$ cat src/rtl/pe_fire_ctrl.sv
`default_nettype none
// ============================================================================
//  Module      : pe_fire_ctrl
//  Description : Fire controller for a processing element. Latches a
//                configuration word, collects operands A and B (or A alone in
//                single-operand mode), issues one operation at a time to an
//                external functional unit, and buffers results in a small
//                output FIFO. Issue is credit-gated so a result never arrives
//                at a full FIFO.
//  Ports       : clk, rst             - clock, synchronous active-high reset
//                clear                - soft clear back to unconfigured
//                cfg_valid/cfg/cfgd   - configuration load / done
//                a_*/b_*              - operand channels (valid/ready)
//                fu_*                 - functional-unit issue and completion
//                out_*                - result channel (valid/ready)
//  Revision    : 1.0 - initial release
// ============================================================================
module pe_fire_ctrl #(
    parameter int DATA_WIDTH = 32,
    parameter int OUT_DEPTH  = 4
) (
    input  logic                  clk,
    input  logic                  rst,
    input  logic                  clear,
    input  logic                  cfg_valid,
    input  logic [DATA_WIDTH-1:0] cfg,
    output logic                  cfgd,
    input  logic                  a_valid,
    output logic                  a_ready,
    input  logic [DATA_WIDTH-1:0] a_data,
    input  logic                  b_valid,
    output logic                  b_ready,
    input  logic [DATA_WIDTH-1:0] b_data,
    output logic                  fu_start,
    output logic [DATA_WIDTH-1:0] fu_a,
    output logic [DATA_WIDTH-1:0] fu_b,
    output logic [4:0]            fu_op,
    input  logic                  fu_ready,
    input  logic                  fu_done,
    input  logic [DATA_WIDTH-1:0] fu_result,
    output logic                  out_valid,
    output logic [DATA_WIDTH-1:0] out_data,
    input  logic                  out_ready
);

    localparam int PTR_W = (OUT_DEPTH > 1) ? $clog2(OUT_DEPTH) : 1;
    localparam int CNT_W = PTR_W + 1;
    localparam logic [CNT_W:0] C_DEPTH = OUT_DEPTH[CNT_W:0];

    typedef enum logic [1:0] {
        S_UNCFG = 2'd0,
        S_IDLE  = 2'd1,
        S_WAIT  = 2'd2
    } state_t;

    state_t                r_state;
    state_t                w_state_nxt;
    logic                  w_fire;
    logic                  w_push;
    logic                  w_pop;
    logic                  w_fire_ok;
    logic                  w_a_hs;
    logic                  w_b_hs;
    logic [CNT_W:0]        w_credit_used;

    logic [4:0]            r_op;
    logic                  r_single;
    logic [DATA_WIDTH-1:0] r_a;
    logic [DATA_WIDTH-1:0] r_b;
    logic                  r_a_full;
    logic                  r_b_full;
    logic                  r_inflight;
    logic [PTR_W-1:0]      r_wr_ptr;
    logic [PTR_W-1:0]      r_rd_ptr;
    logic [CNT_W-1:0]      r_count;
    logic [DATA_WIDTH-1:0] r_mem [OUT_DEPTH];

    // Only op and mode bits of the configuration word are meaningful.
    logic w_cfg_unused;
    assign w_cfg_unused = ^cfg[DATA_WIDTH-1:6];

    // ------------------------------------------------------------------------
    // Handshakes and issue credit
    // ------------------------------------------------------------------------
    assign w_a_hs = a_valid && a_ready;
    assign w_b_hs = b_valid && b_ready;
    assign w_pop  = out_valid && out_ready;

    // Buffered results plus the one that may still come back must fit.
    assign w_credit_used = {1'b0, r_count} + {{CNT_W{1'b0}}, r_inflight};
    assign w_fire_ok     = r_a_full && (r_b_full || r_single) && fu_ready &&
                           (w_credit_used < C_DEPTH);

    // ------------------------------------------------------------------------
    // FSM
    // ------------------------------------------------------------------------
    always_ff @(posedge clk) begin
        if (rst || clear) begin
            r_state <= S_UNCFG;
        end else begin
            r_state <= w_state_nxt;
        end
    end

    always_comb begin
        w_state_nxt = r_state;
        w_fire      = 1'b0;
        w_push      = 1'b0;
        case (r_state)
            S_UNCFG: begin
                if (cfg_valid) begin
                    w_state_nxt = S_IDLE;
                end
            end
            S_IDLE: begin
                if (w_fire_ok) begin
                    w_fire      = 1'b1;
                    w_state_nxt = S_WAIT;
                end
            end
            S_WAIT: begin
                if (fu_done) begin
                    w_push      = 1'b1;
                    w_state_nxt = S_IDLE;
                end
            end
            default: begin
                w_state_nxt = S_UNCFG;
            end
        endcase
    end

    // ------------------------------------------------------------------------
    // Configuration, operand registers, in-flight flag and FIFO bookkeeping
    // ------------------------------------------------------------------------
    always_ff @(posedge clk) begin
        if (rst) begin
            r_op       <= '0;
            r_single   <= 1'b0;
            r_a        <= '0;
            r_b        <= '0;
            r_a_full   <= 1'b0;
            r_b_full   <= 1'b0;
            r_inflight <= 1'b0;
            r_wr_ptr   <= '0;
            r_rd_ptr   <= '0;
            r_count    <= '0;
        end else if (clear) begin
            r_op       <= '0;
            r_single   <= 1'b0;
            r_a_full   <= 1'b0;
            r_b_full   <= 1'b0;
            r_inflight <= 1'b0;
            r_wr_ptr   <= '0;
            r_rd_ptr   <= '0;
            r_count    <= '0;
        end else begin
            if (r_state == S_UNCFG && cfg_valid) begin
                r_op     <= cfg[4:0];
                r_single <= cfg[5];
            end
            if (w_a_hs) begin
                r_a <= a_data;
            end
            if (w_b_hs) begin
                r_b <= b_data;
            end
            // A fire empties the register; a handshake in the same cycle refills it.
            r_a_full <= (r_a_full && !w_fire) || w_a_hs;
            r_b_full <= (r_b_full && !w_fire) || w_b_hs;

            if (w_fire) begin
                r_inflight <= 1'b1;
            end else if (w_push) begin
                r_inflight <= 1'b0;
            end

            if (w_push) begin
                r_wr_ptr <= r_wr_ptr + PTR_W'(1);
            end
            if (w_pop) begin
                r_rd_ptr <= r_rd_ptr + PTR_W'(1);
            end
            case ({w_push, w_pop})
                2'b10:   r_count <= r_count + CNT_W'(1);
                2'b01:   r_count <= r_count - CNT_W'(1);
                default: r_count <= r_count;
            endcase
        end
    end

    // Storage needs no reset; validity is tracked by r_count.
    always_ff @(posedge clk) begin
        if (!rst && !clear && w_push) begin
            r_mem[r_wr_ptr] <= fu_result;
        end
    end

    // ------------------------------------------------------------------------
    // Outputs
    // ------------------------------------------------------------------------
    assign cfgd      = (r_state != S_UNCFG);
    assign a_ready   = (r_state != S_UNCFG) && !r_a_full;
    assign b_ready   = (r_state != S_UNCFG) && !r_single && !r_b_full;
    assign fu_start  = w_fire;
    assign fu_op     = r_op;
    assign fu_a      = r_a;
    assign fu_b      = r_single ? '0 : r_b;
    assign out_valid = (r_count != '0);
    assign out_data  = out_valid ? r_mem[r_rd_ptr] : '0;

endmodule
`default_nettype wire

$ cat config.mk
export PLATFORM = sky130hd
export DESIGN_NAME = pe_fire_ctrl
export DESIGN_NICKNAME = d
export VERILOG_FILES = /design/src/rtl/pe_fire_ctrl.sv
export SDC_FILE = /design/constraint.sdc
export NUM_CORES = 1
export LEC_CHECK = 0
export BUFFER_PORTS_ARGS = -buffer_cell sky130_fd_sc_hd__buf_2
export CORE_ASPECT_RATIO = 0.5
export CORE_MARGIN = 2
export CORE_UTILIZATION = 35
export DETAILED_ROUTE_END_ITERATION = 6
export HOLD_SLACK_MARGIN = 0.15
export PLACE_DENSITY = 0.65
export SLEW_MARGIN = 20
export SYNTH_ARGS = -nofsm -noshare
export SYNTH_HDL_FRONTEND = slang
export SYNTH_SLANG_ARGS = --single-unit
$ cat constraint.sdc
create_clock -name clk -period 2.7 [get_ports clk]
set_input_delay 0.135 -clock clk [delete_from_list [all_inputs] [get_ports clk]]
set_output_delay 0.135 -clock clk [all_outputs]
set_load 0.005 [all_outputs]
==> impl_metrics.py, run 1 <==
metrics = {
    "die": {
        "start_util_pct": 35.7,
        "dieArea_sq_um": 24600,
        "die_h_um": 112,
        "coreArea_sq_um": 22800,
        "die_x_um": 220,
        "ios": 243,
        "std_cell_rows": 39,
    },
    "clock_tree": {
        "cts_root_buf": "clkbuf_16",
        "cts_sinks": 212,
        "cts_tree": "done",
        "post_cts_buffers": 0,
        "cts_buffer_depth": 3,
        "cts_made_buffers": 21,
        "clkSlewWorstSetupHoldPaths_ps": 60,
        "cts.htree.levels": 1,
        "clock_latency_ps": 500,
    },
    "detailed_routing": {
        "ant_nets": 0,
        "drtIter0Drc": 273,
        "drt_pre_antenna_iters": 4,
        "wire_per_inst_um": 15.7,
        "wl_um": 20000,
        "vias": 5887,
        "post-route-drc-count": 0,
        "via_per_inst": 4.62,
    },
    "critical_path": {
        "startpoint_type": "register",
        "worst-r2r-cell-count": 5,
        "arrival_ps": 2010,
        "crit_required_ps": 2570,
        "reg2reg_slack_ps": 630,
        "critPathMaxFanout": 17,
        "r2r-end": "fu_op[2]",
        "endpoint": "out_data[21]",
        "timing_worst_setup_path_type": "register to output port",
        "r2r-start": "r_state[0]",
        "worstSetupEndpointType": "output port",
    },
    "grt": {
        "globalRouteOverflowTotal": 0,
        "grt_pass1_wl_um": 31700,
        "grt_use_total_pct": 16.3,
        "grt_max_degree": 66,
        "grt_pass1_vias": 6153,
        "antenna_found_initial": 1,
    },
    "timing": {
        "finalMaxSlewViolations": 0,
        "finalSetupTns_ps": 0,
        "rsz0062_at_grt": "false",
        "max_freq_ghz": 0.465,
        "hold_viol": 0,
        "setup_viol": 0,
        "slew_headroom_pct": 53.4,
        "skew_ps": 6.26,
        "worst_pin_slew_ps": 699,
        "final.period_utilization_pct": 79.6,
        "fin_crit_ps": 2150,
    },
    "synth": {
        "async_flop_share_pct": 0,
        "syn_inst": 618,
        "synth_cell_types": 33,
        "syn_area_sq_um": 8160,
        "seq_area_frac_synth_pct": 67.7,
        "yosysTopAreaCellShare_pct": 47.1,
        "synth_edf_count": 128,
        "syn-num-nets": 761,
        "yosysMostFrequentCell": "nand2_1",
        "synth_common_cells": "nand2_1 (130), edfxtp_1 (128), dfxtp_1 (84), a21oi_1 (70), and2_1 (38)",
        "synth_area_leaders": "edfxtp_1 (47%), dfxtp_1 (21%), mux4_2 (8.8%)",
        "yosysTopAreaCell": "edfxtp_1",
        "synth_flop_cell": "edfxtp_1",
        "synth-seq-cells": 212,
        "syn_avg_cell_area_sq_um": 13.2,
        "yosysWarnings": 0,
    },
    "power_and_ir_drop": {
        "vdd_ir_drop_max_uv": 378,
        "leakagePower_nw": 4.53,
        "pwr_density_cell_nw_per_um2": 580,
    },
    "final_layout": {
        "finalInstanceArea_sq_um": 11500,
        "area_delta_synth_final_pct": 40.9,
        "drive_gt1_share_pct": 31.9,
        "layout.nets": 1095,
        "fill_cells": 1958,
    },
    "place": {
        "hpwl_um": 12400,
        "io_buffers": 216,
        "post_dp_cell_area_sq_um": 9620,
        "place.gp.congestion": 0.767,
    },
    "worst_hold_path": {
        "hp-class": "input port to register",
    },
    "run_status": {
        "outcome": "complete, no violations",
    },
    "flow_run": {
        "drv_cap": 0,
    },
}
sequential cells by signal (all words and copies together) (netlist names), named ones only:
| signal | cells |
|---|---|
| fu_a | 32 |
| fu_op | 5 |
| r_a_full | 1 |
| r_b | 32 |
| r_b_full | 1 |
| r_count | 3 |
| r_inflight | 1 |
| r_mem | 128 |
| r_rd_ptr | 2 |
| r_single | 1 |
| r_state | 2 |
| r_wr_ptr | 2 |
worst min-delay path by stage:
stage                  start            to  slack (ps)  cells past startpoint
3_5_place_dp   fu_result[20]  r_mem[2][20]         350                      1
3_3_place_gp    fu_result[3]   r_mem[2][3]         350                      1
6_report            fu_ready    r_inflight         200                      5
5_1_grt             fu_ready    r_inflight         220                      5
2_1_floorplan   fu_result[0]   r_mem[0][0]         230                      0
4_1_cts             fu_ready    r_inflight         190                      5
metrics by stage:
| step | cells | setup WS (ps) | util (%) | power (W) | hold WS, ps |
|---|---|---|---|---|---|
| after floorplan | 618 | 659 | - | 0.00359 | 234 |
| after global placement | 1118 | 712 | 42.1 | 0.00372 | 348 |
| after detailed placement | 1118 | 679 | 42.1 | 0.00373 | 354 |
| after CTS | 1274 | 488 | 50.3 | 0.00677 | 191 |
| after global routing | 1274 | 432 | 50.3 | 0.00694 | 223 |
| final | 1275 | 551 | 50.3 | 0.00667 | 203 |
cells in the final DEF, fill, tap and decap left out, types with 7 or more instances in the layout:
| master | synthesis | routed |
|---|---|---|
| and2_1 | 38 | 34 |
| dfxtp_1 | 84 | 82 |
| buf_4 | 0 | 11 |
| mux4_2 | 32 | 32 |
| edfxtp_1 | 128 | 128 |
| dlygate4sd3_1 | 0 | 118 |
| clkbuf_16 | 0 | 21 |
| nor2b_1 | 32 | 32 |
| nand2_1 | 130 | 130 |
| mux2i_1 | 7 | 7 |
| inv_1 | 7 | 7 |
| a21oi_1 | 70 | 70 |
| buf_2 | 12 | 216 |
| nor2_1 | 18 | 18 |
repair_timing:
action	in CTS	in global routing
hold buffers	118	0
resized for setup	0	0
hold endpoints to repair	211	0
worst max-delay path: stages, from the launching register on:
cell	delay, ps
dfxtp_2	650
buf_12	240
mux4_2	310
and2_1	180
buf_2	120
metal layers:
| layer | global-route usage [%] | vias up | part of all wire, % |
|---|---|---|---|
| li1 | - | 2839 | - |
| met3 | 4.78 | 41 | 5.7 |
| met5 | 0 | - | 0 |
| met2 | 28.7 | 127 | 50 |
| met4 | 4.34 | 0 | 2.2 |
| met1 | 19.6 | 2880 | 42 |
logic make-up after synthesis:
family	count (synthesis)	synth area share [%]
simple gates	235	13.7
flops	212	67.7
compound gates	75	4.75
buf+inv	46	2.58
mux	39	9.69
fa+ha+maj	6	1.01
xor+xnor	5	0.537
power breakdown:
| part | internal, W | switching, W | total [W] | leakage (nW) |
|---|---|---|---|---|
| Combinational | 0.000201 | 0.000138 | 0.000339 | 2.36 |
| Sequential | 0.00344 | 0.00000934 | 0.00345 | 1.83 |
| Clock | 0.00170 | 0.00118 | 0.00288 | 0.336 |
| Total | 0.00535 | 0.00132 | 0.00667 | 4.53 |
area by class of cell:
cell class	count	area, sq um	area share, %
Clock buffer	33	631	5.49
Inverter	8	30.0	0.261
Timing Repair Buffer	349	2420	21.1
Multi-Input combinational cell	360	2440	21.2
Sequential cell	212	5530	48.1
Antenna cell	1	2.50	0.0218
Clock inverter	5	56.3	0.490
Tap cell	307	384	3.34
Power figures use the tool's default switching activity.
==> run 2: changes to the inputs <==
clock period = 2.03 ns   (was 2.7 ns; I/O delays follow)
==> impl_metrics.py, run 2 (synthesis results as in run 1) <==
metrics = {
    "timing": {
        "final.period_utilization_pct": 102,
        "slew_headroom_pct": 55.2,
        "skew_ps": 7.13,
        "hold_viol": 0,
        "max_freq_ghz": 0.481,
        "fin_crit_ps": 2080,
        "rsz0062_at_grt": "true",
        "finalMaxSlewViolations": 0,
        "worst_pin_slew_ps": 671,
        "setup_ws_ps": -47.7,
        "setup_viol": 17,
        "finalSetupTns_ps": -392,
    },
    "power_and_ir_drop": {
        "internal-power_w": 0.00711,
        "p_total_w": 0.00891,
        "p_seq_share_pct": 51.5,
        "pwr_density_cell_nw_per_um2": 761,
        "vdd_ir_drop_max_uv": 560,
        "clockPowerShare_pct": 43.4,
        "swShare_pct": 20.2,
        "p_sw_w": 0.00180,
        "pwr-share-comb_pct": 5.0,
        "leakagePower_nw": 4.60,
    },
    "grt": {
        "grt_use_total_pct": 16.7,
        "grt_max_degree": 66,
        "grt_pass1_vias": 6149,
        "antenna_found_initial": 0,
        "globalRouteOverflowTotal": 0,
        "grt_pass1_wl_um": 32100,
    },
    "critical_path": {
        "reg2reg_slack_ps": 110,
        "crit_required_ps": 1930,
        "timing_worst_setup_path_type": "register to output port",
        "arrival_ps": 1980,
        "r2r-start": "r_count[1]",
        "worstSetupEndpointType": "output port",
        "critPathMaxFanout": 8,
        "startpoint_type": "register",
        "r2r-end": "r_count[2]",
        "worst-r2r-cell-count": 8,
    },
    "final_layout": {
        "fill_cells": 2008,
        "final_common_cell": "buf_2",
        "largest_reg_flops": 128,
        "area_delta_synth_final_pct": 43.5,
        "final_cell_mix": "buf_2 (205), nand2_1 (130), edfxtp_1 (128)",
        "regArea_sq_um": 5540,
        "layout.nets": 1104,
        "finalInstanceArea_sq_um": 11700,
        "drive_gt1_share_pct": 34.7,
        "antennaDiodeCount": 0,
        "regMostFlops": "r_mem",
        "multi_input_area_sq_um": 2470,
    },
    "die": {
        "dieArea_sq_um": 24600,
        "coreArea_sq_um": 22800,
        "ios": 243,
        "die_x_um": 220,
        "die_h_um": 112,
        "std_cell_rows": 39,
        "start_util_pct": 35.7,
    },
    "place": {
        "place.gp.congestion": 0.744,
        "dp_slack_ps": 55.7,
        "hpwl_um": 12300,
        "post_dp_cell_area_sq_um": 9690,
        "io_buffers": 216,
    },
    "clock_tree": {
        "cts.htree.levels": 1,
        "cts_made_buffers": 21,
        "clock_latency_ps": 500,
        "cts_tree": "done",
        "clkSlewWorstSetupHoldPaths_ps": 60,
        "cts_root_buf": "clkbuf_16",
        "cts_sinks": 212,
        "cts_buffer_depth": 3,
    },
    "detailed_routing": {
        "wl_um": 20400,
        "via_per_inst": 4.61,
        "drtIter0Drc": 250,
        "ant_nets": 0,
        "drt_pre_antenna_iters": 4,
        "wire_per_inst_um": 15.9,
        "vias": 5911,
        "post-route-drc-count": 0,
    },
    "worst_hold_path": {
        "min-delay-start": "rst",
        "holdPathStages": 4,
        "hp-class": "input port to register",
        "whs_endpoint": "r_count[2]",
    },
    "flow_run": {
        "drv_cap": 0,
    },
    "run_status": {
        "outcome": "finished, violations left",
        "failed_checks": "setup timing",
    },
}
[run 2: how the worst max path moves through the flow]
stage,startpoint,endpoint,slack (ps),depth (start not counted)
after floorplan,r_state[1],r_mem[0][0],40,3
after global placement,r_count[1],r_count[2],110,8
after detailed placement,r_count[1],r_count[2],60,8
after CTS,register,out_data[10],-70,5
after global routing,register,out_data[10],-130,5
final,register,out_data[10],-50,5
[run 2: worst max-delay path: stages (launching register included)]
cell and delay (ps):
dfxtp_4 410, buf_12 120, buf_12 130, mux4_2 520, and2_1 170, buf_2 120
[run 2: power groups by stage]
stage               Clock [W]  Sequential [W]  Combinational [W]
finish                0.00387         0.00459           0.000450
global route          0.00416         0.00459           0.000491
CTS                   0.00397         0.00459           0.000446
detailed placement          0         0.00468           0.000275
global placement            0         0.00468           0.000268
floorplan                   0         0.00468          0.0000945
[run 2: final cells by class]
| class | count | area share, % |
|---|---|---|
| flip-flops and latches | 212 | 47.3 |
| repair buffers | 358 | 22.3 |
| multi-input cells | 360 | 21.1 |
| clock buffers | 29 | 5.00 |
| well taps | 307 | 3.28 |
| clock inverters | 8 | 0.780 |
| inverters | 8 | 0.256 |
[run 2: through the flow]
stage | util (%) | hold slack [ps] | std cells
3_5_place_dp | 42.4 | 318 | 1125
2_1_floorplan | - | 200 | 618
6_report | 51.3 | 151 | 1282
4_1_cts | 51.1 | 155 | 1281
5_1_grt | 51.3 | 176 | 1282
3_3_place_gp | 42.4 | 314 | 1125
[run 2: what timing repair did]
| action | in CTS | in global routing |
|---|---|---|
| gates resized for setup | 21 | 11 |
| endpoints found under the setup margin | 27 | 36 |
| buffers inserted | 6 | 1 |
| pin swaps | 0 | 1 |
| cloned | 1 | 0 |
| hold buffers | 112 | 0 |
| hold endpoints to repair | 209 | 0 |
[run 2: per-layer routing]
metal	global-route usage, %	share of wire (%)
met1	20.2	42
met2	29.3	50
met3	4.54	5.4
met4	4.47	2.5
met5	0	0
